## src/rtl/wb_flash_arbiter_if.sv

```systemverilog
// Pipelined Wishbone bus bundle used between the flash arbiter, its two
// masters and the spi flash controller's data port.
//   cyc/stb/we/addr/dat_w/sel : master -> slave request
//   stall/ack/dat_r           : slave -> master response
// Modports: master (drives the request), slave (drives the response).
interface wb_flash_arbiter_if #(
  parameter int AW = 22,
  parameter int DW = 32
);
  logic            cyc;
  logic            stb;
  logic            we;
  logic [AW-1:0]   addr;
  logic [DW-1:0]   dat_w;
  logic [DW/8-1:0] sel;
  logic            stall;
  logic            ack;
  logic [DW-1:0]   dat_r;

  modport master (output cyc, stb, we, addr, dat_w, sel,
                  input  stall, ack, dat_r);
  modport slave  (input  cyc, stb, we, addr, dat_w, sel,
                  output stall, ack, dat_r);
endinterface

```

## src/rtl/wb_flash_arbiter.sv

```systemverilog
// Two-master pipelined Wishbone arbiter in front of the spi flash data port.
// Master A = instruction fetch, master B = load/store path. The owner keeps
// the bus for its whole cyc; contention is resolved round-robin.
// Ports:
//   i_clk, i_reset : clock, synchronous active-high reset
//   a_wb, b_wb     : master A / B buses (slave modport)
//   wb             : bus to the spi controller (master modport)
//   o_grant        : {B,A} one-hot current owner, 00 when idle
//   o_timeout      : 1-cycle pulse on watchdog abort
// Optional feature: define WB_ARB_TIMEOUT_EN to enable the ownership
// watchdog (TIMEOUT_CYCLES owned cycles without an ack aborts the cycle).
module wb_flash_arbiter #(
  parameter int AW             = 22,
  parameter int DW             = 32,
  parameter int TIMEOUT_CYCLES = 1024
) (
  input  logic                 i_clk,
  input  logic                 i_reset,
  wb_flash_arbiter_if.slave    a_wb,
  wb_flash_arbiter_if.slave    b_wb,
  wb_flash_arbiter_if.master   wb,
  output logic [1:0]           o_grant,
  output logic                 o_timeout
);

  if (TIMEOUT_CYCLES < 2 || TIMEOUT_CYCLES > 65535) begin : g_bad_timeout
    $error("wb_flash_arbiter: TIMEOUT_CYCLES must be 2..65535");
  end

  typedef enum logic [1:0] {IDLE, OWN_A, OWN_B} state_t;

  state_t state;
  logic   prio_b;   // 1: B wins the next tie
  logic   tmo;      // watchdog abort this cycle

  wire own_a = (state == OWN_A);
  wire own_b = (state == OWN_B);

`ifdef WB_ARB_TIMEOUT_EN
  logic [15:0] wd_cnt;

  // Counts owned cycles; an ack restarts the window. IDLE holds it at zero,
  // so the first owned cycle after a grant sees 0.
  always_ff @(posedge i_clk) begin
    if (i_reset || state == IDLE || wb.ack)
      wd_cnt <= '0;
    else
      wd_cnt <= wd_cnt + 16'd1;
  end

  // Decoded purely from registers, so the pulse is glitch-free.
  assign tmo       = (state != IDLE) && (wd_cnt == 16'(TIMEOUT_CYCLES - 1));
  assign o_timeout = tmo;
`else
  assign tmo       = 1'b0;
  assign o_timeout = 1'b0;
`endif

  always_ff @(posedge i_clk) begin
    if (i_reset) begin
      state   <= IDLE;
      prio_b  <= 1'b0;
      o_grant <= 2'b00;
    end else begin
      case (state)
        IDLE: begin
          if (a_wb.cyc && (!b_wb.cyc || !prio_b)) begin
            state   <= OWN_A;
            o_grant <= 2'b01;
          end else if (b_wb.cyc) begin
            state   <= OWN_B;
            o_grant <= 2'b10;
          end
        end
        OWN_A: begin
          if (!a_wb.cyc || tmo) begin
            state   <= IDLE;
            prio_b  <= 1'b1;
            o_grant <= 2'b00;
          end
        end
        OWN_B: begin
          if (!b_wb.cyc || tmo) begin
            state   <= IDLE;
            prio_b  <= 1'b0;
            o_grant <= 2'b00;
          end
        end
        default: begin
          state   <= IDLE;
          o_grant <= 2'b00;
        end
      endcase
    end
  end

  // Request path: owner's signals pass straight through; a watchdog abort
  // drops cyc/stb in the abort cycle itself.
  always_comb begin
    wb.cyc   = 1'b0;
    wb.stb   = 1'b0;
    wb.we    = 1'b0;
    wb.addr  = '0;
    wb.dat_w = '0;
    wb.sel   = '0;
    if (own_a) begin
      wb.cyc   = a_wb.cyc & ~tmo;
      wb.stb   = a_wb.stb & ~tmo;
      wb.we    = a_wb.we;
      wb.addr  = a_wb.addr;
      wb.dat_w = a_wb.dat_w;
      wb.sel   = a_wb.sel;
    end else if (own_b) begin
      wb.cyc   = b_wb.cyc & ~tmo;
      wb.stb   = b_wb.stb & ~tmo;
      wb.we    = b_wb.we;
      wb.addr  = b_wb.addr;
      wb.dat_w = b_wb.dat_w;
      wb.sel   = b_wb.sel;
    end
  end

  // Response path: non-owners are stalled with no ack and zero data, so
  // late acks after a release are simply dropped.
  assign a_wb.stall = own_a ? (wb.stall | tmo) : 1'b1;
  assign a_wb.ack   = own_a & wb.ack & ~tmo;
  assign a_wb.dat_r = own_a ? wb.dat_r : '0;

  assign b_wb.stall = own_b ? (wb.stall | tmo) : 1'b1;
  assign b_wb.ack   = own_b & wb.ack & ~tmo;
  assign b_wb.dat_r = own_b ? wb.dat_r : '0;

endmodule

```

## src/flat_wrapper.sv

```systemverilog
// flat-port wrapper written by rule: the top's interface ports become plain ports
module wb_flash_arbiter_flat 
#(
  parameter int AW             = 22,
  parameter int DW             = 32,
  parameter int TIMEOUT_CYCLES = 1024
)
  (i_clk, i_reset, o_grant, o_timeout, a_wb_cyc, a_wb_stb, a_wb_we, a_wb_addr, a_wb_dat_w, a_wb_sel, a_wb_stall, a_wb_ack, a_wb_dat_r, b_wb_cyc, b_wb_stb, b_wb_we, b_wb_addr, b_wb_dat_w, b_wb_sel, b_wb_stall, b_wb_ack, b_wb_dat_r, wb_cyc, wb_stb, wb_we, wb_addr, wb_dat_w, wb_sel, wb_stall, wb_ack, wb_dat_r);
  wb_flash_arbiter_if #(.AW(AW), .DW(DW)) a_wb_i ();
  wb_flash_arbiter_if #(.AW(AW), .DW(DW)) b_wb_i ();
  wb_flash_arbiter_if #(.AW(AW), .DW(DW)) wb_i ();
  input  logic i_clk;
  input  logic i_reset;
  output logic [1:0] o_grant;
  output logic o_timeout;
  input wire logic [$bits(a_wb_i.cyc)-1:0] a_wb_cyc;
  input wire logic [$bits(a_wb_i.stb)-1:0] a_wb_stb;
  input wire logic [$bits(a_wb_i.we)-1:0] a_wb_we;
  input wire logic [$bits(a_wb_i.addr)-1:0] a_wb_addr;
  input wire logic [$bits(a_wb_i.dat_w)-1:0] a_wb_dat_w;
  input wire logic [$bits(a_wb_i.sel)-1:0] a_wb_sel;
  output wire logic [$bits(a_wb_i.stall)-1:0] a_wb_stall;
  output wire logic [$bits(a_wb_i.ack)-1:0] a_wb_ack;
  output wire logic [$bits(a_wb_i.dat_r)-1:0] a_wb_dat_r;
  input wire logic [$bits(b_wb_i.cyc)-1:0] b_wb_cyc;
  input wire logic [$bits(b_wb_i.stb)-1:0] b_wb_stb;
  input wire logic [$bits(b_wb_i.we)-1:0] b_wb_we;
  input wire logic [$bits(b_wb_i.addr)-1:0] b_wb_addr;
  input wire logic [$bits(b_wb_i.dat_w)-1:0] b_wb_dat_w;
  input wire logic [$bits(b_wb_i.sel)-1:0] b_wb_sel;
  output wire logic [$bits(b_wb_i.stall)-1:0] b_wb_stall;
  output wire logic [$bits(b_wb_i.ack)-1:0] b_wb_ack;
  output wire logic [$bits(b_wb_i.dat_r)-1:0] b_wb_dat_r;
  output wire logic [$bits(wb_i.cyc)-1:0] wb_cyc;
  output wire logic [$bits(wb_i.stb)-1:0] wb_stb;
  output wire logic [$bits(wb_i.we)-1:0] wb_we;
  output wire logic [$bits(wb_i.addr)-1:0] wb_addr;
  output wire logic [$bits(wb_i.dat_w)-1:0] wb_dat_w;
  output wire logic [$bits(wb_i.sel)-1:0] wb_sel;
  input wire logic [$bits(wb_i.stall)-1:0] wb_stall;
  input wire logic [$bits(wb_i.ack)-1:0] wb_ack;
  input wire logic [$bits(wb_i.dat_r)-1:0] wb_dat_r;
  assign a_wb_i.cyc = a_wb_cyc;
  assign a_wb_i.stb = a_wb_stb;
  assign a_wb_i.we = a_wb_we;
  assign a_wb_i.addr = a_wb_addr;
  assign a_wb_i.dat_w = a_wb_dat_w;
  assign a_wb_i.sel = a_wb_sel;
  assign a_wb_stall = a_wb_i.stall;
  assign a_wb_ack = a_wb_i.ack;
  assign a_wb_dat_r = a_wb_i.dat_r;
  assign b_wb_i.cyc = b_wb_cyc;
  assign b_wb_i.stb = b_wb_stb;
  assign b_wb_i.we = b_wb_we;
  assign b_wb_i.addr = b_wb_addr;
  assign b_wb_i.dat_w = b_wb_dat_w;
  assign b_wb_i.sel = b_wb_sel;
  assign b_wb_stall = b_wb_i.stall;
  assign b_wb_ack = b_wb_i.ack;
  assign b_wb_dat_r = b_wb_i.dat_r;
  assign wb_cyc = wb_i.cyc;
  assign wb_stb = wb_i.stb;
  assign wb_we = wb_i.we;
  assign wb_addr = wb_i.addr;
  assign wb_dat_w = wb_i.dat_w;
  assign wb_sel = wb_i.sel;
  assign wb_i.stall = wb_stall;
  assign wb_i.ack = wb_ack;
  assign wb_i.dat_r = wb_dat_r;
  wb_flash_arbiter #(.AW(AW), .DW(DW), .TIMEOUT_CYCLES(TIMEOUT_CYCLES)) u_core (.i_clk(i_clk), .i_reset(i_reset), .a_wb(a_wb_i), .b_wb(b_wb_i), .wb(wb_i), .o_grant(o_grant), .o_timeout(o_timeout));
endmodule
```

## config.mk

```make
export PLATFORM = sky130hd
export DESIGN_NAME = wb_flash_arbiter_flat
export DESIGN_NICKNAME = d
export VERILOG_FILES = /design/src/rtl/wb_flash_arbiter_if.sv /design/src/rtl/wb_flash_arbiter.sv /design/src/flat_wrapper.sv
export SDC_FILE = /design/constraint.sdc
export NUM_CORES = 1
export LEC_CHECK = 0
export ABC_AREA = 1
export BUFFER_PORTS_ARGS = -buffer_cell sky130_fd_sc_hd__buf_2
export CAP_MARGIN = 5
export CORE_AREA = 2 2 111 113
export CTS_BUF_LIST = sky130_fd_sc_hd__clkbuf_4
export DETAILED_ROUTE_END_ITERATION = 10
export DIE_AREA = 0 0 113 115
export GPL_ROUTABILITY_DRIVEN = 0
export PLACE_DENSITY = 0.54
export SKIP_CTS_REPAIR_TIMING = 1
export SLEW_MARGIN = 10
export SYNTH_ARGS = -nofsm -noshare
export SYNTH_HDL_FRONTEND = slang
export SYNTH_SLANG_ARGS = --single-unit
```

## constraint.sdc

```tcl
create_clock -name i_clk -period 0.94 [get_ports i_clk]
set_input_delay 0.094 -clock i_clk [delete_from_list [all_inputs] [get_ports i_clk]]
set_output_delay 0.094 -clock i_clk [all_outputs]
set_load 0.02 [all_outputs]
```

==> reports/summary.txt <==
Outcome: finished, violations left
Failing checks: DRC, setup timing
Final Hold Vio Count: 0
Yosys warns: 0
Design area: 3560 µm²
Synth top area cells: a22o_1 41%, nor2_1 21%, inv_1 11%
Tot GR Track Use: 0.1103
Post-Layout Cell Count: 653
Leading area contributor after synthesis: a22o_1
Worst-skew pair later-pin latency: 0.24 ns
Worst EP arrival: 1.36 ns
CTS H-tree depth: 1
Area growth syn-to-layout: 179.5%
Count of final setup violators: 133
Initial core utilization: 0.1078
DP Wirelength: 7247 µm
Clock transition at the registers of the reported paths: 0.04 ns
TritonCTS buffer count: 3
Initial DRC Count: 101
Top achievable clock speed: 685.5 MHz
CTS sink cnt: 3
Ant diodes: 0
Crit path capture: wb_stb
Startpoint types: flop
CTS tree: yes
RR Startpoint: u_core.o_grant[1]
Die area: 13,000 µm²
RR Endpoint: u_core.prio_b
RSZ-0062 raised after global routing: yes
Worst setup path start: u_core.o_grant[1]
Clock buffer depth: 2
Setup crit end kind: primary output
Root Buffer: clkbuf_4
Initial antenna violation count: 0
DRT antenna net count: 0
Tmin final: 1.459 ns
Seq/Total Area, Yosys: 0.04715
Max Cap Viol: 0
Cell area after synthesis: 1274 µm²
Post-Syn Area per Cell: 6.037 µm²
CP max FO: 7
Final Max Slew Viols: 0
PortBufs: 288
Die X: 113 µm
R2R setup slack: -0.29 ns
Synthesized Nets: 369
Post-DP Area: 2949 µm²
Die height: 115 µm
Min-delay worst type: in -> reg
Post-synthesis cell type count: 16
Vias: 2,659
Nets: 665
Skew final: 0.005568 ns
Largest net degree at the start of global routing: 46
Routed WL: 10,080 µm
Total power: 3.225 mW
Post-Syn Instances: 211
Wire per inst: 15.44 µm
Via density: 4.072
# DRC: 20
Register bit total from synthesis: 3
VDD IR max: 0.2506 mV
Placed cells: 637
Yosys top cell area share: 0.4126
Vias in the first global route: 2,212
Pre-antenna DRT Iters: 7
Crit Path Category: reg -> out
Overflow after GRT: 0
Data required, critical path: 0.85 ns
Final period util: 1.552
Path depth of the worst reg2reg path: 7
Leak pwr: 2.186 nW
Core area: 11,810 µm²
Top-level port count: 290
Final WS setup: -0.5189 ns
First-pass GRT wire length: 11,500 µm
Num rows: 40
PwrDens: 905.9 nW/µm²
Layout cells sized above 1: 0.6858
## worst max-delay path, cell delays in order, from the launching register on
cell and delay (ns):
dfxtp_4 0.36, inv_2 0.05, nand2_4 0.09, inv_8 0.06, clkbuf_16 0.16, a22o_4 0.26, buf_6 0.13
## state kept, by name, summed over array words and instances, names as in the netlist
signal	count
u_core.o_grant	2
u_core.prio_b	1
## kinds of logic (layout without fill, tap and decap cells)
family | after synthesis | after routing | synth area share
buffers and inverters | 60 | 355 | 0.2603
AO/OA/AOI/OAI | 65 | 65 | 0.4342
other | 1 | 1 | 0.002944
AND/OR/NAND/NOR | 82 | 82 | 0.2554
flip-flops | 3 | 3 | 0.04715
## routing by layer
metal / wire (µm) / track usage / share of wire
met5: 0 / 0 / 0
met4: 59 / 0.01220 / 0.0059
met3: 853 / 0.01212 / 0.085
met2: 5214 / 0.2120 / 0.52
met1: 3953 / 0.1363 / 0.39
## final cells by class
type | instances | area [µm²]
sequential | 3 | 67.56
multi-input combinational | 148 | 1031
fill | 1273 | 8252
tap | 147 | 183.9
timing repair buffer | 310 | 2078
clock buffer | 4 | 30.03
inverter | 41 | 168.9
## through the flow
step | hold WS [ns] | utilization | TNS (ns) | setup slack, ns
floorplan | 0.1534 | - | -16.53 | -0.1540
global placement | 0.2717 | 0.2497 | -20.60 | -0.3758
detailed placement | 0.2677 | 0.2497 | -20.55 | -0.3742
CTS | 0.01814 | 0.2522 | -54.61 | -0.6428
global route | 0.02391 | 0.3014 | -65.87 | -0.5830
finish | 0.01778 | 0.3014 | -56.87 | -0.5189
## Yosys cell counts
cell type  instances
nand2_1            8
buf_4              1
conb_1             1
inv_1             37
inv_4              2
o21bai_1           1
dfxtp_1            3
buf_2              6
inv_2              2
a22o_1            60
buf_6             12
nand3_1            2
nor2_1            70
nand2_4            2
o21ai_0            2
a21oi_1            2
## cell usage in the layout, fill, tap and decap left out, drive strengths merged
cell type / instances
a22o: 60
buf: 304
o21ai: 2
nor2: 70
clkbuf: 10
inv: 41
nand3: 2
dfxtp: 3
nand2: 10
o21bai: 1
a21oi: 2
conb: 1
## how the worst min path moves through the flow
stage,start,to,slack [ns],cells past startpoint
after floorplan,i_reset,u_core.o_grant[0],0.15,1
after global placement,i_reset,u_core.o_grant[0],0.27,2
after global routing,i_reset,u_core.o_grant[0],0.02,2
after detailed placement,i_reset,u_core.o_grant[0],0.27,2
after CTS,i_reset,u_core.o_grant[0],0.02,2
final,i_reset,u_core.o_grant[0],0.02,2
## report_power, final
part | total, mW | switching, mW | leakage (nW) | internal [mW]
sequential | 0.155 | 0.0144 | 0.0260 | 0.141
clock | 0.269 | 0.0805 | 0.0184 | 0.189
combinational | 2.80 | 1.53 | 2.14 | 1.27
Power figures use the tool's default switching activity.
